File: src/rtl/traffic_pkg.sv
// Shared constants and types for the traffic sensor conditioner.
// Holds the emergency FSM encoding and the default timing parameters.
package traffic_pkg;

    typedef enum logic [1:0] {
        IDLE   = 2'd0,
        ACTIVE = 2'd1,
        HOLD   = 2'd2
    } emrg_state_t;

    localparam int DEB_CYCLES_DEF = 8;
    localparam int EMRG_HOLD_DEF  = 30;
    localparam int NUM_LANES      = 4;

    function automatic logic [2:0] popcount4(input logic [3:0] v);
        return 3'(v[0]) + 3'(v[1]) + 3'(v[2]) + 3'(v[3]);
    endfunction

endpackage

File: src/rtl/sensor_debounce.sv
// One lane: two-flop synchronizer, disagreement counter and output flop.
// The output flips only after DEB_CYCLES consecutive synchronized samples that differ from it.
module sensor_debounce #(
    parameter int DEB_CYCLES = 8
) (
    input  logic clk,
    input  logic rst,
    input  logic raw,
    output logic sensor
);

    logic       meta;
    logic       sync;
    logic [7:0] cnt;

    always_ff @(posedge clk or negedge rst) begin
        if (!rst) begin
            meta   <= 1'b0;
            sync   <= 1'b0;
            cnt    <= '0;
            sensor <= 1'b0;
        end else begin
            meta <= raw;
            sync <= meta;
            // Any agreeing sample restarts the count, so short glitches never toggle.
            if (sync == sensor) begin
                cnt <= '0;
            end else if (cnt == 8'(DEB_CYCLES - 1)) begin
                cnt    <= '0;
                sensor <= ~sensor;
            end else begin
                cnt <= cnt + 8'd1;
            end
        end
    end

endmodule

File: src/rtl/traffic_sensor_conditioner.sv
// Conditions raw lane detectors and priority requests for traffic_system.
// Four debounced lanes, an emergency hold FSM, prioritized alerts and a lane count.
module traffic_sensor_conditioner
    import traffic_pkg::*;
#(
    parameter int DEB_CYCLES = DEB_CYCLES_DEF,
    parameter int EMRG_HOLD  = EMRG_HOLD_DEF
) (
    input  logic       clk,
    input  logic       rst,
    input  logic       raw_north,
    input  logic       raw_east,
    input  logic       raw_south,
    input  logic       raw_west,
    input  logic       raw_emrg,
    input  logic       raw_alert1,
    input  logic       raw_alert2,
    output logic       sensor_north,
    output logic       sensor_east,
    output logic       sensor_south,
    output logic       sensor_west,
    output logic       emrg,
    output logic       alert1,
    output logic       alert2,
    output logic [2:0] lane_cnt
);

    logic [NUM_LANES-1:0] lane_raw;
    logic [NUM_LANES-1:0] lane_sensor;

    assign lane_raw = {raw_west, raw_south, raw_east, raw_north};

    for (genvar i = 0; i < NUM_LANES; i++) begin : g_lane
        sensor_debounce #(.DEB_CYCLES(DEB_CYCLES)) u_deb (
            .clk    (clk),
            .rst    (rst),
            .raw    (lane_raw[i]),
            .sensor (lane_sensor[i])
        );
    end

    assign sensor_north = lane_sensor[0];
    assign sensor_east  = lane_sensor[1];
    assign sensor_south = lane_sensor[2];
    assign sensor_west  = lane_sensor[3];

    always_ff @(posedge clk or negedge rst) begin
        if (!rst) lane_cnt <= '0;
        else      lane_cnt <= popcount4(lane_sensor);
    end

    // Priority request synchronizers: bit 0 emrg, bit 1 alert1, bit 2 alert2.
    logic [2:0] pri_meta;
    logic [2:0] pri_sync;

    always_ff @(posedge clk or negedge rst) begin
        if (!rst) begin
            pri_meta <= '0;
            pri_sync <= '0;
        end else begin
            pri_meta <= {raw_alert2, raw_alert1, raw_emrg};
            pri_sync <= pri_meta;
        end
    end

    emrg_state_t state;
    logic [7:0]  hold_cnt;

    always_ff @(posedge clk or negedge rst) begin
        if (!rst) begin
            state    <= IDLE;
            hold_cnt <= '0;
            emrg     <= 1'b0;
            alert1   <= 1'b0;
            alert2   <= 1'b0;
        end else begin
            // Alerts pass through only on cycles where the FSM ends up IDLE.
            alert1 <= pri_sync[1];
            alert2 <= pri_sync[2] & ~pri_sync[1];
            case (state)
                IDLE: begin
                    if (pri_sync[0]) begin
                        state  <= ACTIVE;
                        emrg   <= 1'b1;
                        alert1 <= 1'b0;
                        alert2 <= 1'b0;
                    end
                end
                ACTIVE: begin
                    alert1 <= 1'b0;
                    alert2 <= 1'b0;
                    if (!pri_sync[0]) begin
                        state    <= HOLD;
                        hold_cnt <= 8'(EMRG_HOLD - 1);
                    end
                end
                HOLD: begin
                    if (pri_sync[0]) begin
                        state  <= ACTIVE;
                        alert1 <= 1'b0;
                        alert2 <= 1'b0;
                    end else if (hold_cnt == 8'd0) begin
                        state <= IDLE;
                        emrg  <= 1'b0;
                    end else begin
                        hold_cnt <= hold_cnt - 8'd1;
                        alert1   <= 1'b0;
                        alert2   <= 1'b0;
                    end
                end
                default: begin
                    state <= IDLE;
                    emrg  <= 1'b0;
                end
            endcase
        end
    end

endmodule

File: config.mk
export PLATFORM = sky130hd
export DESIGN_NAME = traffic_sensor_conditioner
export DESIGN_NICKNAME = d
export VERILOG_FILES = /design/src/rtl/traffic_pkg.sv /design/src/rtl/sensor_debounce.sv /design/src/rtl/traffic_sensor_conditioner.sv
export SDC_FILE = /design/constraint.sdc
export NUM_CORES = 1
export LEC_CHECK = 0
export ABC_AREA = 1
export CAP_MARGIN = 25
export CORE_MARGIN = 4
export CORE_UTILIZATION = 53
export CTS_CLUSTER_DIAMETER = 50
export DETAILED_ROUTE_END_ITERATION = 16
export HOLD_SLACK_MARGIN = 0.05
export PLACE_DENSITY = 0.8
export SYNTH_ARGS = -nofsm -noshare
export SYNTH_HDL_FRONTEND = slang
export SYNTH_SLANG_ARGS = --single-unit
File: constraint.sdc
create_clock -name clk -period 1.4 [get_ports clk]
set_input_delay 0.28 -clock clk [delete_from_list [all_inputs] [get_ports clk]]
set_output_delay 0.28 -clock clk [all_outputs]
set_load 0.02 [all_outputs]
# --- Word level (Yosys, flattened, before mapping) ---
# Index checks and enable logic that the tools add are counted.
word_totals:
  elab_cells: 98
  regBits: 66
  input_bits: 9
classes:
  mux: 29
  n_reduce_logical: 10
  eq_ne: 16
  add_sub_neg: 8
  bitwise: 11
op_table:
  columns: ["operator", "n"]
  rows:
  - ["two-way mux 8 bit", 11]
  - ["adder 8 x 1 -> 8 bit, second input constant", 4]
  - ["== test 8 x 3 -> 1 bit, second input constant", 4]
  - ["case mux 8 bit (2 select lines)", 1]
  - ["inequality test 2 bit, second input constant", 5]
  - ["inverter 1 bit", 10]
  - ["two-way mux 1 bit", 9]
  - ["case mux 1 bit (3 select lines)", 3]
  - ["logical NOT 8 bit", 1]
  - ["two-way mux 2 bit", 4]
  - ["AND reduction 2 bit", 4]
  - ["AND reduction 4 bit", 2]
  - ["subtractor 8 x 1 -> 8 bit, second input constant", 1]
  - ["case mux 2 bit (3 select lines)", 1]
  - ["== test 1 bit", 4]
  - ["adder 2 x 1 -> 3 bit", 1]
  - ["adder 3 x 1 -> 3 bit", 1]
  - ["inequality test 3 bit, second input constant", 1]
  - ["AND reduction 3 bit", 1]
  - ["adder 1 x 1 -> 2 bit", 1]
  - ["== test 2 x 1 -> 1 bit, second input constant", 1]
  - ["== test 2 bit, second input constant", 1]
  - ["logical NOT 2 bit", 1]
  - ["nonzero test 2 bit", 1]
  - ["bitwise AND 1 bit", 1]

# --- Depth between registers and ports, before layout ---
# Gate-level depths: netlist of the first run.
logic_depth:
  depth_word: 5
  ltp_mapped: 9

# --- Cells and area by module ---
# A second synthesis of the first run with hierarchy kept.
hier_totals:
  hier_cells: 354
  area_unflattened_um2: 3185.6
by_module_without_submodules:
  columns: ["module", "seq_area_each_um2", "instances", "area_per_inst_um2", "cells_per_inst"]
  rows:
  - ["sensor_debounce", 275.3, 4, 531.8, 61]
  - ["traffic_sensor_conditioner", 550.5, 1, 1058.5, 110]

# --- Worst setup path before layout of the first run ---
# OpenSTA, ideal clock, no wires.
synth_timing:
  kind: "register -> register"
  from: "register g_lane[0].u_deb.sensor"
  to: "register lane_cnt[1]"
  arrival_ns: 1.547
  setup_slack_ns: -0.273
  setup_time_ns: 0.126
  synth_period_minus_slack_ns: 1.673
  stages_incl_launch_ff: 6
  path_cell_list: "dfrtp_1 inv_1 fa_1 inv_1 ha_1 ha_1"
synth_via:
  elab_chain_cells: 3
synth_lines:
  columns: ["element", "line", "source"]
  rows:
  - ["start, declared", "sensor_debounce.sv:9", "output logic sensor"]
  - ["start signal, assigned", "sensor_debounce.sv:30", "sensor <= ~sensor;"]
  - ["adder 1 x 1 -> 2 bit", "traffic_pkg.sv:16", "return 3'(v[0]) + 3'(v[1]) + 3'(v[2]) + 3'(v[3]);"]
  - ["adder 2 x 1 -> 3 bit", "traffic_pkg.sv:16", null]
  - ["adder 3 x 1 -> 3 bit", "traffic_pkg.sv:16", null]
  - ["end signal, assigned", "traffic_sensor_conditioner.sv:49", "else lane_cnt <= popcount4(lane_sensor);"]
  - ["end, declared", "traffic_sensor_conditioner.sv:25", "output logic [2:0] lane_cnt"]
# Every way passes these cells.
# A chain may end at the register's enable or synchronous reset.

# --- Worst setup path after layout of the first run ---
layout_timing:
  from: "register g_lane[3].u_deb.sensor"
  to: "register lane_cnt[1]"
layout_via:
  elab_chain_cells: 1
layout_lines:
  columns: ["element", "line"]
  rows:
  - ["start, declared", "sensor_debounce.sv:9"]
  - ["start signal, assigned", "sensor_debounce.sv:30"]
  - ["adder 3 x 1 -> 3 bit", "traffic_pkg.sv:16"]
# Every way passes these cells.

==> results.cfg, run 1 <==
[worst_setup_path]
critical-path-max-stage-delay_ps = 550
required_ps = 1680
cp-start-kind = flop
crit_slowest_cell = fa_1
worstPathArrival_ps = 1770
path_cells = inv_2 -> fa_1 -> inv_1 -> ha_2 -> ha_4
endpoint_kind = flop
worstSetupPathType = flop to flop
cp_max_fo = 2

[route]
wl_met1_microns = 2470
top_layer_used = met4
wl_microns = 5480
wl_met2_microns = 2720
dr.pass1.iters = 4
wl_met3_microns = 154
wire_per_inst_microns = 12.0
drc_errors = 0
num_vias = 2204
ant_nets = 0
vias_per_cell = 4.82
drtIter0Drc = 99

[pwr]
power_density_mw_per_mm2 = 1620
ir_drop_uv = 994
p_leak_nw = 1.80

[cells_and_area]
fin_cells = 457
layout-drive-gt1-share = 0.208
syn_to_final_growth_pct = 23.8
final_area_sq_mm = 0.00371
antenna_cells = 0
final_nets = 397
nFillCells = 432

[sta]
hold_violations = 0
finalSetupViolCount = 2
min_period_ps = 1480
fin_ws_ps = -84.9
finalMaxSlewViolations = 0
layout_worst_path_cycle_share = 1.06
rsz0062_at_grt = true
finalClockSkew_ps = 6.77
slew_headroom = 0.720
worst_pin_slew_ps = 421
max_freq_mhz = 673
holdWs_ps = 351

[cts]
htreeDepth = 3
path_clk_slew_ps = 70
cts-buffers-inserted = 9
clock_sinks = 66
clk_path_buf_depth = 2
cts_tree = done
clk_latency_ps = 340
cts-root-buf = clkbuf_8

[floorplan]
rows = 27
chipWidth_microns = 83.2
core_sq_mm = 0.00551
io_pins = 19
die_h_microns = 83.2
die-area_sq_mm = 0.00692
start_util = 0.544

[synthesis]
netlist.top_cell.by_area = dfrtp_1
synth.most_common_cell = dfrtp_1
yosys_register_bits = 66
synth_edf_count = 0
synth_top_area_share = 0.551
ys_types = 25
syn_inst = 335
synth_common_cells = 66 x dfrtp_1, 61 x nand2_1, 57 x nor2_1
synthFlopType = dfrtp_1
ys_warn_count = 0
synth_area_sq_mm = 0.00300
async_flop_share = 1.00
yosysSeqAreaShare = 0.551
syn_nets = 352
synth_area_leaders = dfrtp_1 55%, nand2_1 7.6%, nor2_1 7.1%, inv_1 6.0%, nand3_1 3.5%
syn_avg_cell_area_sq_um = 8.94

[grt]
grt.total_usage = 0.173
gr-total-overflow = 0
grt_start_max_net_pins = 27
antenna_found_initial = 0
grt_pass1_wl_microns = 9380
grt_pass1_vias = 2150

[job]
maxCapViolCount = 0

[placed_design]
placed_cell_area_sq_mm = 0.00337
hpwlAfterDp_microns = 3670
gp_congestion = 0.841
place_inst = 437
port_buffers = 18

[worst_hold_path]
hold_path_class = flop to flop

[status]
violations = negative setup slack
status = finished, violations left
## registers in the layout, indices dropped and copies added, names as in the netlist
register             flops
alert1                   1
emrg                     1
state                    2
g_lane.u_deb.sensor      4
g_lane.u_deb.cnt        32
pri_sync                 3
pri_meta                 3
hold_cnt                 8
g_lane.u_deb.meta        4
alert2                   1
lane_cnt                 3
g_lane.u_deb.sync        4
## timing repair
item                                    4_1_cts  5_1_grt
pin swaps                                     1        9
endpoints found under the setup margin       11       19
hold buffers                                  1        0
gates resized for setup                      20       21
endpoints found under the hold margin        14        0
buffers inserted                              0        1
cloned                                        0        2
## cell type report
class | instances | area (sq um) | share of cell area
clock buffer | 10 | 138 | 0.0371
clock inverter | 6 | 113 | 0.0304
inverter | 54 | 203 | 0.0547
multi-input combinational | 216 | 1220 | 0.328
sequential | 66 | 1660 | 0.447
tap | 72 | 90.1 | 0.0243
timing repair buffer | 33 | 292 | 0.0786
## per-layer routing
layer,GRT usage,vias to the layer above
li1,-,1137
met4,0.104,0
met5,0,-
met1,0.223,1018
met3,0.0407,14
met2,0.265,35
## metrics by stage
step	setup TNS, ps	setup WS [ps]	utilization	power [mW]
floorplan	-210	-151	-	3.33
global placement	-59.2	-59.2	0.613	3.91
detailed placement	-102	-102	0.613	3.97
CTS	-109	-65.4	0.659	5.94
global route	-187	-108	0.673	6.38
finish	-108	-84.9	0.673	5.99
## cell usage in the layout (no fill, tap or decap), types with 7 or more instances in the layout
master,n
nor3_1,10
nand2_1,57
clkbuf_8,10
buf_4,12
inv_1,42
o21ai_2,7
nor2_1,54
dlygate4sd2_1,7
o21ai_0,13
nand2_2,7
nand3_1,21
dfrtp_1,63
inv_2,12
xor2_1,8
clkdlybuf4s50_1,7
## worst max-delay path, delay by kind of cell, from the launching register on
kind / cells / cell delay (ps)
fa+ha+maj: 3 / 980
buf+inv: 2 / 100
flops: 1 / 360
## final timing paths
path,cells past startpoint,startpoint,to,slack [ps]
min in group asynchronous,2,rst,g_lane[3].u_deb.cnt[2]$_DFF_PN0_,410
setup / recovery,5,g_lane[3].u_deb.sensor$_DFFE_PN0P_,lane_cnt[1]$_DFF_PN0_,-80
hold / removal,0,g_lane[3].u_deb.meta$_DFF_PN0_,g_lane[3].u_deb.sync$_DFF_PN0_,350
max in group asynchronous,3,rst,g_lane[3].u_deb.sensor$_DFFE_PN0P_,500
setup reg to reg,5,g_lane[3].u_deb.sensor$_DFFE_PN0P_,lane_cnt[1]$_DFF_PN0_,-80
hold reg to reg,0,g_lane[3].u_deb.meta$_DFF_PN0_,g_lane[3].u_deb.sync$_DFF_PN0_,350
## cell families after synthesis
| group | count (synthesis) | share of synthesized area |
|---|---|---|
| flops | 66 | 0.551 |
| buf+inv | 55 | 0.0744 |
| xor+xnor | 12 | 0.0351 |
| compound gates | 30 | 0.0597 |
| fa+ha+maj | 8 | 0.0359 |
| simple gates | 164 | 0.244 |
## where the power goes
group / internal, mW / switching, mW
Clock: 1.24 / 0.759
Sequential: 2.20 / 0.208
Combinational: 0.661 / 0.926
(Power assumes the default switching activity.)
==> inputs of run 2 (changes only) <==
- CTS_CLUSTER_SIZE: default -> 12
- GPL_TIMING_DRIVEN: default -> 0
==> run 2 against run 1 <==
Compared with the run above: the flow still finishes with violations (negative setup slack); non-clock buffer count shrank 2; sequential share of layout area increased by 0.97 points; core utilization is 1.4 points lower; global-route usage fell by 0.78 points; maximum frequency rose by 1.5%; power fell by 6.7%; clock skew about the same; worst hold slack worse by 330 ps; largest cell class unchanged; highest routed layer unchanged.
==> results.cfg, run 2 (synthesis gave the netlist of run 1 again) <==
[route]
wire_per_inst_microns = 12.2
drc_errors = 0
vias_per_cell = 4.96
wl_microns = 5530
dr.pass1.iters = 5
drtIter0Drc = 91
ant_nets = 0
num_vias = 2247

[floorplan]
start_util = 0.544
die-area_sq_mm = 0.00692
rows = 27
io_pins = 19
chipWidth_microns = 83.2
die_h_microns = 83.2
core_sq_mm = 0.00551

[grt]
grt_pass1_wl_microns = 9230
gr-total-overflow = 0
grt_pass1_vias = 2192
grt.total_usage = 0.165
antenna_found_initial = 0
grt_start_max_net_pins = 67

[pwr]
combPwrFrac = 0.288
power.switching_mw = 1.84
ir_drop_uv = 1360
p_leak_nw = 1.77
power_density_mw_per_mm2 = 1540
clkPwrFrac = 0.279
swShare = 0.329
intPower_mw = 3.75
seq_power_share = 0.434

[placed_design]
hpwlAfterDp_microns = 3360
post-place-ws_ps = -144
place_inst = 425
port_buffers = 18
gp_congestion = 0.818

[cells_and_area]
fin_cells = 453
regMostFlops = g_lane.u_deb.cnt
mostFrequentLayoutCells = 63 x dfrtp_1, 60 x nand2_1, 53 x nor2_1
reg_top3 = g_lane.u_deb.cnt: 32 flops, hold_cnt: 8 flops
syn_to_final_growth_pct = 21.1
multiInputGateArea_sq_mm = 0.00120
mostFrequentLayoutCell = dfrtp_1
largest_reg_flops = 32
antenna_cells = 0
final_nets = 393
layout-drive-gt1-share = 0.197
fin_util = 0.659
nFillCells = 432
ff_latch_area_sq_mm = 0.00166

[cts]
cts-root-buf = clkbuf_8
clk_latency_ps = 340
cts_tree = done
clock_sinks = 66
cts-buffers-inserted = 9
path_clk_slew_ps = 70
htreeDepth = 3
cts_hold_buffers = 0
clk_path_buf_depth = 2

[worst_setup_path]
r2r_slack_ps = -60
required_ps = 1630
endpoint_kind = flop
worstSetupPathType = flop to flop
r2r_cells = 5
crit_slowest_cell = fa_1
r2r_end = lane_cnt[1]$_DFF_PN0_
crit_buf_inv = 2
cp_top_family = adder cells
critical-path-max-stage-delay_ps = 550
path_cells = inv_2 -> fa_1 -> inv_2 -> ha_4 -> ha_4
worstPathArrival_ps = 1690
cp_max_fo = 2
cp-start-kind = flop
rr_startpoint = g_lane[3].u_deb.sensor$_DFFE_PN0P_

[job]
maxCapViolCount = 0

[sta]
rsz0062_at_grt = true
finalSetupViolCount = 2
fin_ws_ps = -62.8
worst_pin_slew_ps = 797
finalClockSkew_ps = 6.76
finalMaxSlewViolations = 0
slew_headroom = 0.469
hold_violations = 0
min_period_ps = 1460
layout_worst_path_cycle_share = 1.04
max_freq_mhz = 684

[status]
status = finished, violations left
violations = negative setup slack

[worst_hold_path]
hold_path_class = input pin to asynchronous set/reset pin
## run 2: timing repair
| item | in CTS | in global routing |
|---|---|---|
| setup buffers | 7 | 4 |
| pin swaps | 2 | 3 |
| endpoints found under the setup margin | 24 | 26 |
| cloned | 0 | 1 |
| gates resized for setup | 22 | 15 |
## run 2: worst max path at each step
stage	startpoint	to	slack, ps	cells after the start
after floorplan	g_lane[3].u_deb.sensor$_DFFE_PN0P_	lane_cnt[1]$_DFF_PN0_	-150	5
after global placement	rst	g_lane[1].u_deb.sensor$_DFFE_PN0P_	-2320	1
after detailed placement	hold_cnt[0]$_DFFE_PN0P_	hold_cnt[5]$_DFFE_PN0P_	-140	9
after CTS	g_lane[3].u_deb.sensor$_DFFE_PN0P_	lane_cnt[1]$_DFF_PN0_	-70	5
after global routing	g_lane[3].u_deb.sensor$_DFFE_PN0P_	lane_cnt[1]$_DFF_PN0_	-90	5
final	g_lane[3].u_deb.sensor$_DFFE_PN0P_	lane_cnt[1]$_DFF_PN0_	-60	5
## run 2: power groups by stage
stage               clock (mW)  sequential [mW]  combinational (mW)
floorplan                    0             2.52               0.805
finish                    1.56             2.42                1.61
global route              1.68             2.45                1.79
detailed placement           0             2.46                1.34
global placement             0             2.45                1.30
CTS                       1.59             2.40                1.45
## run 2: metal layers
layer | part of all wire | vias to the layer above | global-route usage | wire [microns]
met5 | 0 | - | 0 | 0
met4 | 0.026 | 0 | 0.0743 | 143
met3 | 0.045 | 17 | 0.0486 | 247
met2 | 0.52 | 51 | 0.285 | 2870
met1 | 0.41 | 1053 | 0.188 | 2260
li1 | - | 1126 | - | -
## run 2: metrics by stage
| stage | area [sq um] | power (mW) | setup TNS (ps) | hold WS (ps) |
|---|---|---|---|---|
| floorplan | 3010 | 3.33 | -210 | -15.6 |
| global placement | 3280 | 3.76 | -138680 | 332 |
| detailed placement | 3270 | 3.80 | -1350 | 336 |
| CTS | 3540 | 5.44 | -126 | 61.2 |
| global route | 3630 | 5.92 | -138 | 106 |
| finish | 3630 | 5.58 | -65.4 | 16.3 |
## run 2: layout make-up
cell class | count | area share
Sequential cell | 66 | 0.456
Multi-Input combinational cell | 214 | 0.331
Timing Repair Buffer | 30 | 0.0745
Inverter | 54 | 0.0559
Clock buffer | 13 | 0.0410
Tap cell | 72 | 0.0248
Clock inverter | 3 | 0.0110
Buffer | 1 | 0.00552
